`src/rtl/p4r2_pkg.sv`:
```
// Shared definitions for the p4r2 dual-rail channel: rail indices, spacer,
// handshake FSM states and the binary-to-dual-rail encoder.
package p4r2_pkg;

   localparam int         RAIL_F     = 0;
   localparam int         RAIL_T     = 1;
   localparam logic [1:0] SPACER     = 2'b00;
   localparam int         P4R2_MAX_W = 64;

   typedef enum logic [1:0] {
      IDLE = 2'd0,
      DATA = 2'd1,
      RTZ  = 2'd2
   } p4r2_state_e;

   // Encodes up to P4R2_MAX_W bits; callers zero-extend and truncate to their width.
   function automatic logic [2*P4R2_MAX_W-1:0] p4r2_encode(input logic [P4R2_MAX_W-1:0] bin);
      logic [2*P4R2_MAX_W-1:0] code;
      code = '0;
      for (int i = 0; i < P4R2_MAX_W; i++) begin
         code[2*i+RAIL_T] = bin[i];
         code[2*i+RAIL_F] = ~bin[i];
      end
      return code;
   endfunction

endpackage

```
`src/rtl/p4r2_sync.sv`:
```
// Multi-flop synchroniser for a single asynchronous level, reset to 0.
module p4r2_sync #(
   parameter int STAGES = 2
) (
   input  logic i_clk,
   input  logic i_rstn,
   input  logic i_d,
   output logic o_q
);

   logic [STAGES-1:0] r_sync;

   always_ff @(posedge i_clk or negedge i_rstn) begin
      if (!i_rstn) r_sync <= '0;
      else         r_sync <= {r_sync[STAGES-2:0], i_d};
   end

   assign o_q = r_sync[STAGES-1];

endmodule

```
`src/rtl/p4r2_tx.sv`:
```
// 4-phase dual-rail (return-to-zero) transmitter fed by a valid/ready word port.
// The channel rails come straight from flops so the receiver never sees glitches.
module p4r2_tx
   import p4r2_pkg::*;
#(
   parameter int WIDTH       = 8,
   parameter int SYNC_STAGES = 2
) (
   input  logic               clk,
   input  logic               rstn,
   input  logic [WIDTH-1:0]   data_in,
   input  logic               valid_in,
   output logic               ready_out,
   output logic [2*WIDTH-1:0] y,
   input  logic               ack,
   output logic               busy,
   output logic               proto_err,
   output p4r2_state_e        dbg_state
);

   // Word side: a word moves when valid_in & ready_out are both high at a rising
   // clk edge; the producer holds valid_in and data_in until then.
   logic               w_ack_s;
   logic               w_accept;
   logic               w_release;
   p4r2_state_e        r_state;
   p4r2_state_e        w_next;
   logic [2*WIDTH-1:0] r_y;
   logic               r_proto_err;

   p4r2_sync #(.STAGES(SYNC_STAGES)) u_ack_sync (
      .i_clk  (clk),
      .i_rstn (rstn),
      .i_d    (ack),
      .o_q    (w_ack_s)
   );

   always_ff @(posedge clk or negedge rstn) begin
      if (!rstn) r_state <= IDLE;
      else       r_state <= w_next;
   end

   always_comb begin
      w_next = r_state;
      case (r_state)
         IDLE:    if (valid_in && !w_ack_s) w_next = DATA;
         DATA:    if (w_ack_s)              w_next = RTZ;
         RTZ:     if (!w_ack_s)             w_next = IDLE;
         default:                           w_next = IDLE;
      endcase
   end

   always_comb begin
      ready_out = (r_state == IDLE) && !w_ack_s;
      busy      = (r_state != IDLE);
      w_accept  = ready_out && valid_in;
      w_release = (r_state == DATA) && w_ack_s;
   end

   // The rail register doubles as the word store: rails rise only on accept
   // and all fall together when the receiver acknowledges.
   always_ff @(posedge clk or negedge rstn) begin
      if (!rstn) begin
         r_y         <= {WIDTH{SPACER}};
         r_proto_err <= 1'b0;
      end else begin
         if (w_accept)
            r_y <= (2*WIDTH)'(p4r2_encode(P4R2_MAX_W'(data_in)));
         else if (w_release)
            r_y <= {WIDTH{SPACER}};
         if ((r_state == IDLE) && w_ack_s)
            r_proto_err <= 1'b1;
      end
   end

   assign y         = r_y;
   assign proto_err = r_proto_err;
   assign dbg_state = r_state;

endmodule

```
`config.mk`:
```
export PLATFORM = sky130hd
export DESIGN_NAME = p4r2_tx
export DESIGN_NICKNAME = d
export VERILOG_FILES = /design/src/rtl/p4r2_pkg.sv /design/src/rtl/p4r2_sync.sv /design/src/rtl/p4r2_tx.sv
export SDC_FILE = /design/constraint.sdc
export NUM_CORES = 1
export LEC_CHECK = 0
export ABC_AREA = 1
export ABC_CLOCK_PERIOD_IN_PS = 2100
export BUFFER_PORTS_ARGS = -buffer_cell sky130_fd_sc_hd__buf_4
export CORE_MARGIN = 3
export CORE_UTILIZATION = 54
export CTS_BUF_LIST = sky130_fd_sc_hd__clkbuf_2 sky130_fd_sc_hd__clkbuf_4 sky130_fd_sc_hd__clkbuf_8
export DETAILED_ROUTE_END_ITERATION = 12
export HOLD_SLACK_MARGIN = 0.1
export PLACE_DENSITY = 0.95
export SYNTH_ARGS = -nofsm -noshare
export SYNTH_HDL_FRONTEND = slang
export SYNTH_HIERARCHICAL = 1
export SYNTH_SLANG_ARGS = --single-unit
```
`constraint.sdc`:
```
create_clock -name clk -period 2.1 [get_ports clk]
set_input_delay 0.21 -clock clk [delete_from_list [all_inputs] [get_ports clk]]
set_output_delay 0.21 -clock clk [all_outputs]
set_load 0.05 [all_outputs]
```
* Yosys cells after proc, flatten, opt, wreduce, memory -nomap -nowiden
Cells that the tools add are included.
Storage, ports and cells: bits of input ports 12, register bits after elaboration 21
Operators by class: multiplexer cells 6, reductions and logical operators 10, bitwise operators 8, equal/unequal tests 5
Operators with widths (number):
- two-way mux 16 bit | 2
- inverter 1 bit | 8
- two-way mux 2 bit | 3
- one-hot mux 2 bit (3 select lines) | 1
- logical AND 1 bit | 5
- != test 2 bit, second input constant | 2
- nonzero test 2 bit | 2
- AND reduction 3 bit | 1
- == test 2 x 1 -> 1 bit, second input constant | 1
- == test 2 bit, second input constant | 1
- logical NOT 2 bit | 1
- != test 2 x 1 -> 1 bit, second input constant | 1
- logical NOT 1 bit | 1

* Logic depth before layout (Yosys ltp)
Gate-level depths: netlist (run 1).
depth in word-level cells 4, gate-level depth with buffers 5, depth with buffers taken out 4

* Hierarchy
Netlist (run 1), hierarchy kept.
By module, submodules not included:
- p4r2_tx | cells an instance 93, area an instance 857.1 um^2, instances 1
- p4r2_sync | cells an instance 2, area an instance 50.0 um^2, instances 1

* Worst setup path after synthesis (run 1)
No wires, ideal clock.
path kind flip-flop to output port, start register r_state[0] (netlist: dbg_state[0]), end output ready_out, path buffers 0, arrival time 1.888 ns, path slack 0.002 ns, cell stages (with the launch flop) 4, cells stage by stage dfrtp_1 > nor2_4 > inv_1 > nor2_1
Between the ends: word-level cells in the longest chain between the ends 2
Ends and longest elaborated chain:
- start, declared | line p4r2_tx.sv:26 | p4r2_state_e r_state;
- start signal, assigned | line p4r2_tx.sv:40 | else r_state <= w_next;
- logical NOT 2 bit | line p4r2_tx.sv:54 | ready_out = (r_state == IDLE) && !w_ack_s;
- logical AND 1 bit | line p4r2_tx.sv:54
- end, declared | line p4r2_tx.sv:13 | output logic ready_out,
No other way between the ends.

* Worst setup path after layout (run 1)
Ends and elaborated chain as after synthesis.

==> metrics, run 1 <==
status completed; R2R setup slack around 0.67 ns; crit start category register; Core ar. around 0.0015 mm²; final net count 140; CP startpoint dbg_state[0]; Max clock buf depth 2; Top FF cell, synth dfrtp_1; Max FO, Critical Path 18; Ant. Diodes 0; I/O Pins 33; fin crit share 0.864; clock root cell clkbuf_4; first drt pass iteration count 4; Vias per Instance 5.68; CP endpoint kind output pin; Clk Latency, worst-skew pair around 0.3 ns; Die Wd about 47 µm; Buf/Inv on CP 2; synth-to-layout area growth 29.8%; max-slew violation count 0; WL final ~2.0 mm; crit-path max cell delay ~0.46 ns; TritonCTS clock tree done; count of different cell masters after synthesis 15; Reg area approximately 530 µm²; hold_sp data_in[7]; Period minus WS final between 1.5 and 2 ns; DR vias between 800 and 900; Arr. time, crit path 1.60 ns; Routed WL per cell approximately 14 µm; H-Tree Depth 1; Pwr Total between 1 and 1.5 mW; PortBufs 32; Placer Congestion 0.749; Net Count, Synth around 110; skew final around 0.0017 ns; Yosys reg bits 21; multi-input logic area roughly 300 µm²; Worst path slowest cell dfrtp_1; CTS resizes 0; DP Wirelength 1.46 mm; DR DRC count 0; Rel. slew slack 0.603; DRT iter0 DRCs 29; P_leak approximately 0.66 nW; slew of the pin with the lowest slew margin 0.594 ns; final setup fails 0; Mean Syn Cell Area ~9.5 µm²; crit-path cells nor2_4 -> inv_1 -> nor2_1 -> buf_4; Setup CP Type reg2out; vias in the first global route 700; clock sink count 21; Max Freq ~550 MHz; Fill cells about 110; Async S/R FF share, synth 1.00; pin count of the biggest net entering global routing 22; RSZ-0062 raised after global routing false; Power per Cell Area around 1200 mW/mm²; number of synthesized flops with an enable pin 0; Worst EP required 1.89 ns; Fin. Hold Viols 0; first-pass GRT wire length around 3 mm; CP delay by family, top simple AND/OR/NAND/NOR gates; post-route ant nets 0; Syn Inst Count between 90 and 100; total negative slack 0 ns; R2R Path Start dbg_state[0]; VDD IR-drop max around 740 µV; area of the mapped netlist approximately 910 µm²; Global Route Usage Sum 0.201; std cell rows 14; share of layout cells above drive strength 1 0.307; register area share after synthesis 0.579; grt total ovfl 0; Chip Height 47.0 µm; Die Area 0.00221 mm²; Syn. warnings 6; CTS Buf Count 3; Worst-path clk slew roughly 0.11 ns; Hold Crit Class in2reg; maxcap violations 0; initial antenna violation count 0; Initial Util 0.588
-- logic make-up after synthesis --
| logic type | count (synthesis) | synth area share |
|---|---|---|
| buffers and inverters | 17 | 0.0869 |
| AND/OR/NAND/NOR | 55 | 0.320 |
| AO/OA/AOI/OAI | 2 | 0.0138 |
| flip-flops | 21 | 0.579 |
-- area by class of cell --
class / count / area share
Clock buffer: 3 / 0.0191
Clock inverter: 1 / 0.00425
Inverter: 11 / 0.0351
Multi-Input combinational cell: 57 / 0.257
Sequential cell: 21 / 0.446
Tap cell: 16 / 0.0170
Timing Repair Buffer: 34 / 0.221
-- state kept, by name (all words and copies together), names as in the netlist --
signal             flops
u_ack_sync/r_sync      2
y                     16
dbg_state              2
proto_err              1
-- path summary, 6_finish.rpt --
kind / endpoint / cells past startpoint
hold reg to reg: u_ack_sync/r_sync[1] / 0
hold / removal: y[14] / 4
min in group asynchronous: y[4] / 2
setup / recovery: ready_out / 4
max in group asynchronous: dbg_state[1] / 2
setup reg to reg: y[2] / 4
-- where the power goes --
part	switching [mW]	internal, mW	leakage, nW
Combinational	0.500	0.190	0.379
Sequential	0.0556	0.493	0.264
Clock	0.121	0.0711	0.0177
Total	0.676	0.753	0.660
-- layout by cell type (no fill, tap or decap) --
master	count
nor2_1	1
nand3_1	18
nand2_1	18
a21oi_1	1
dlygate4sd3_1	2
dfrtp_1	21
buf_4	32
clkinv_2	1
nand4_1	16
o21bai_1	1
nor2_4	1
inv_1	10
nand3_4	1
inv_2	1
clkbuf_4	3
-- through the flow --
step	cell area, µm²	utilization	instances	setup WS, ns	hold WS [ns]
after floorplan	907	-	95	0.00214	-0.0856
after detailed placement	1130	0.733	137	0.641	0.104
after global routing	1180	0.764	143	0.172	0.166
final	1180	0.764	143	0.285	0.164
after global placement	1130	0.733	137	0.686	0.0970
after CTS	1180	0.764	143	0.292	0.161
-- Yosys cell counts (3+ instances only) --
library cell	count	area, µm²
nand2_1	18	67.6
buf_2	3	15.0
nand4_1	16	100
inv_1	10	37.5
dfrtp_1	21	526
nand3_1	18	90.1
-- worst reg2reg max path: cells and delay by family, from the launching register on --
kind          cells  cell delay [ns]
flops             1             0.46
simple gates      4             0.87
-- layer usage --
| layer | part of all wire | routed length (µm) | track usage | vias up |
|---|---|---|---|---|
| met2 | 0.52 | 1050 | 0.333 | 24 |
| met5 | 0 | 0 | 0 | - |
| li1 | - | - | - | 393 |
| met3 | 0.063 | 127 | 0.0575 | 7 |
| met1 | 0.39 | 789 | 0.241 | 388 |
| met4 | 0.018 | 37 | 0.0939 | 0 |
-- timing repair --
item                       CTS  global route
setup endpoints to repair    0             0
hold endpoints to repair    22             0
buffers inserted             0             0
hold buffers                 2             0
Note: power is estimated with default switching activity, not from simulation.
==> inputs of run 2 (changes only) <==
--- a/config.mk
+++ b/config.mk
@@ -6,14 +6,14 @@
 export NUM_CORES = 1
 export LEC_CHECK = 0
 export ABC_AREA = 1
-export ABC_CLOCK_PERIOD_IN_PS = 2100
+export ABC_CLOCK_PERIOD_IN_PS = 1500
 export BUFFER_PORTS_ARGS = -buffer_cell sky130_fd_sc_hd__buf_4
 export CORE_MARGIN = 3
-export CORE_UTILIZATION = 54
+export CORE_UTILIZATION = 45
 export CTS_BUF_LIST = sky130_fd_sc_hd__clkbuf_2 sky130_fd_sc_hd__clkbuf_4 sky130_fd_sc_hd__clkbuf_8
 export DETAILED_ROUTE_END_ITERATION = 12
 export HOLD_SLACK_MARGIN = 0.1
-export PLACE_DENSITY = 0.95
+export PLACE_DENSITY = 0.86
 export SYNTH_ARGS = -nofsm -noshare
 export SYNTH_HDL_FRONTEND = slang
 export SYNTH_HIERARCHICAL = 1
==> constraint.sdc (replaced) <==
create_clock -name clk -period 1.5 [get_ports clk]
set_input_delay 0.15 -clock clk [delete_from_list [all_inputs] [get_ports clk]]
set_output_delay 0.15 -clock clk [all_outputs]
set_load 0.05 [all_outputs]
==> run 2 against run 1 <==
Compared with the run above: sequential power is 40% higher; worst hold slack worse by 0.050 ns; sequential share of layout area is 3.0 points lower; first-iteration DRC count is 48% lower; worst setup slack worse by 0.22 ns; utilization is 6.8 points lower; via count is 1.7% higher.
==> metrics, run 2 (same netlist as run 1, synthesis figures left out) <==
status completed; commonest non-fill, non-tap cell in the layout buf_4; Vias per Instance 5.19 (-8.5%); Die Wd 50.9 µm (+8.3%); fin crit share 0.953; Setup CP Type reg2out; sw power 0.952 mW (+41%); post-route ant nets 0 (unchanged); Global Route Usage Sum 0.180 (-0.0216); P_leak 0.688 nW (+4.2%); WHS Path Cells 4 (unchanged); first drt pass iteration count 4 (unchanged); maxcap violations 0 (unchanged); Rel. slew slack 0.824 (+0.221); VDD IR-drop max 1000 µV (+36%); CP endpoint kind output pin; Core ar. 0.00182 mm² (+18%); pin count of the biggest net entering global routing 22 (unchanged); max-slew violation count 0 (unchanged); met3 usage 0.0321 (-0.0254); grt total ovfl 0 (unchanged); max reg flops 16 (unchanged); DP Wirelength 1.47 mm (+0.69%); Max Freq 699 MHz; R2R setup slack 0.29 ns (-0.38 ns); grt met1 use 0.222 (-0.0190); WL final 2.10 mm (+4.6%); clock network power share 0.135 (about the same); DR DRC count 0 (unchanged); final net count 147 (+5.0%); GRT Max-Usage Layer met2; final setup fails 0 (unchanged); share of layout cells above drive strength 1 0.366 (+0.0586); I/O Pins 33 (unchanged); skew final 0.00413 ns (+0.00240 ns); first-pass GRT wire length 3.51 mm (+14%); clock sink count 21 (unchanged); internal power 1.12 mW (+49%); DRT iter0 DRCs 15 (-48%); RSZ-0062 raised after global routing true; commonest non-fill, non-tap cells in the layout 37 x buf_4, 19 x dfrtp_1, 18 x nand3_1, 18 x nand2_1, 16 x nand4_1; R2R Path Start dbg_state[1]; Chip Height 50.9 µm (+8.3%); met2 Use GR 0.313 (-0.0203); crit start category register; DR vias 826 (+1.7%); Max FO, Critical Path 4 (-14); vias in the first global route 784 (+12%); Routed WL per cell 13.2 µm (-5.9%); Final Util 0.696 (-0.0676); PortBufs 32 (unchanged); Worst EP required 1.35 ns (-0.54 ns); Hold Slack 0.115 ns (-0.0495 ns); synth-to-layout area growth 39.7%; Arr. time, crit path 1.28 ns (-0.32 ns); Placer Congestion 0.703 (-6.1%); number of cells on the worst reg-to-reg path 5 (+1); CP startpoint dbg_state[1]; combinational share of power 0.495 (+0.013); Max clock buf depth 2 (unchanged); Hold Crit Class in2reg; Switching Fraction 0.459 (-0.0144); CTS Buf Count 3 (unchanged); Clk Latency, worst-skew pair 0.29 ns (about the same); H-Tree Depth 1 (unchanged); Power per Cell Area 1640 mW/mm² (+35%); Initial Util 0.498 (-0.0902); TritonCTS clock tree done; std cell rows 15 (+1); Die Area 0.00259 mm² (+17%); Period minus WS final 1.43 ns; Worst-path clk slew 0.11 ns (about the same); Ant. Diodes 0 (unchanged); FF-to-FF End y[11]; worst setup path end ready_out; clock root cell clkbuf_4; initial antenna violation count 0 (unchanged); sequential share of power 0.370 (-0.013); slew of the pin with the lowest slew margin 0.264 ns (-0.330 ns); Fin. Hold Viols 0 (unchanged)
[run 2: timing repair]
| item | CTS | global route |
|---|---|---|
| setup buffers | 2 | 1 |
| pin swaps | 1 | 2 |
| hold buffers | 2 | 1 |
| endpoints found under the hold margin | 22 | 1 |
| gates resized for setup | 1 | 1 |
| endpoints found under the setup margin | 1 | 1 |
[run 2: cell type report]
class / instances / area [µm²]
inverters: 11 / 45.0
repair buffers: 41 / 323
flip-flops and latches: 21 / 528
well taps: 25 / 31.3
clock buffers: 4 / 30.0
fillers: 147 / 553
multi-input cells: 57 / 310
[run 2: through the flow]
step	area, µm²	instances	total power, mW	setup TNS, ns	worst slack (ns)
2_1_floorplan	921	95	1.46	-0.154	-0.154
3_3_place_gp	1180	149	1.75	0	0.310
3_5_place_dp	1180	149	1.77	0	0.270
4_1_cts	1250	157	2.08	0	0.0146
5_1_grt	1270	159	2.19	-0.0249	-0.0249
6_report	1270	159	2.08	0	0.0703
[run 2: how the worst min path moves through the flow]
stage / startpoint / endpoint / slack [ns]
final: data_in[7] / y[14] / 0.11
after global routing: data_in[7] / y[14] / 0.12
after CTS: data_in[7] / y[14] / 0.11
after detailed placement: rstn / y[2] / 0.04
after global placement: rstn / y[4] / 0.04
after floorplan: rstn / dbg_state[0] / -0.15
[run 2: critical path, stage by stage (launching register included)]
cell,delay (ns)
dfrtp_2,0.45
nor2_4,0.15
clkinvlp_4,0.13
nor2_4,0.10
buf_8,0.15
[run 2: metal layers]
metal	part of all wire	wire length [µm]
met5	0	0
met4	0.0071	15
met3	0.056	118
met2	0.53	1120
met1	0.40	843
[run 2: power by group through the flow]
| stage | combinational, mW | sequential, mW | clock (mW) |
|---|---|---|---|
| floorplan | 0.246 | 1.21 | 0 |
| global placement | 0.976 | 0.775 | 0 |
| detailed placement | 0.988 | 0.785 | 0 |
| CTS | 1.02 | 0.771 | 0.292 |
| global route | 1.09 | 0.787 | 0.318 |
| finish | 1.03 | 0.768 | 0.279 |
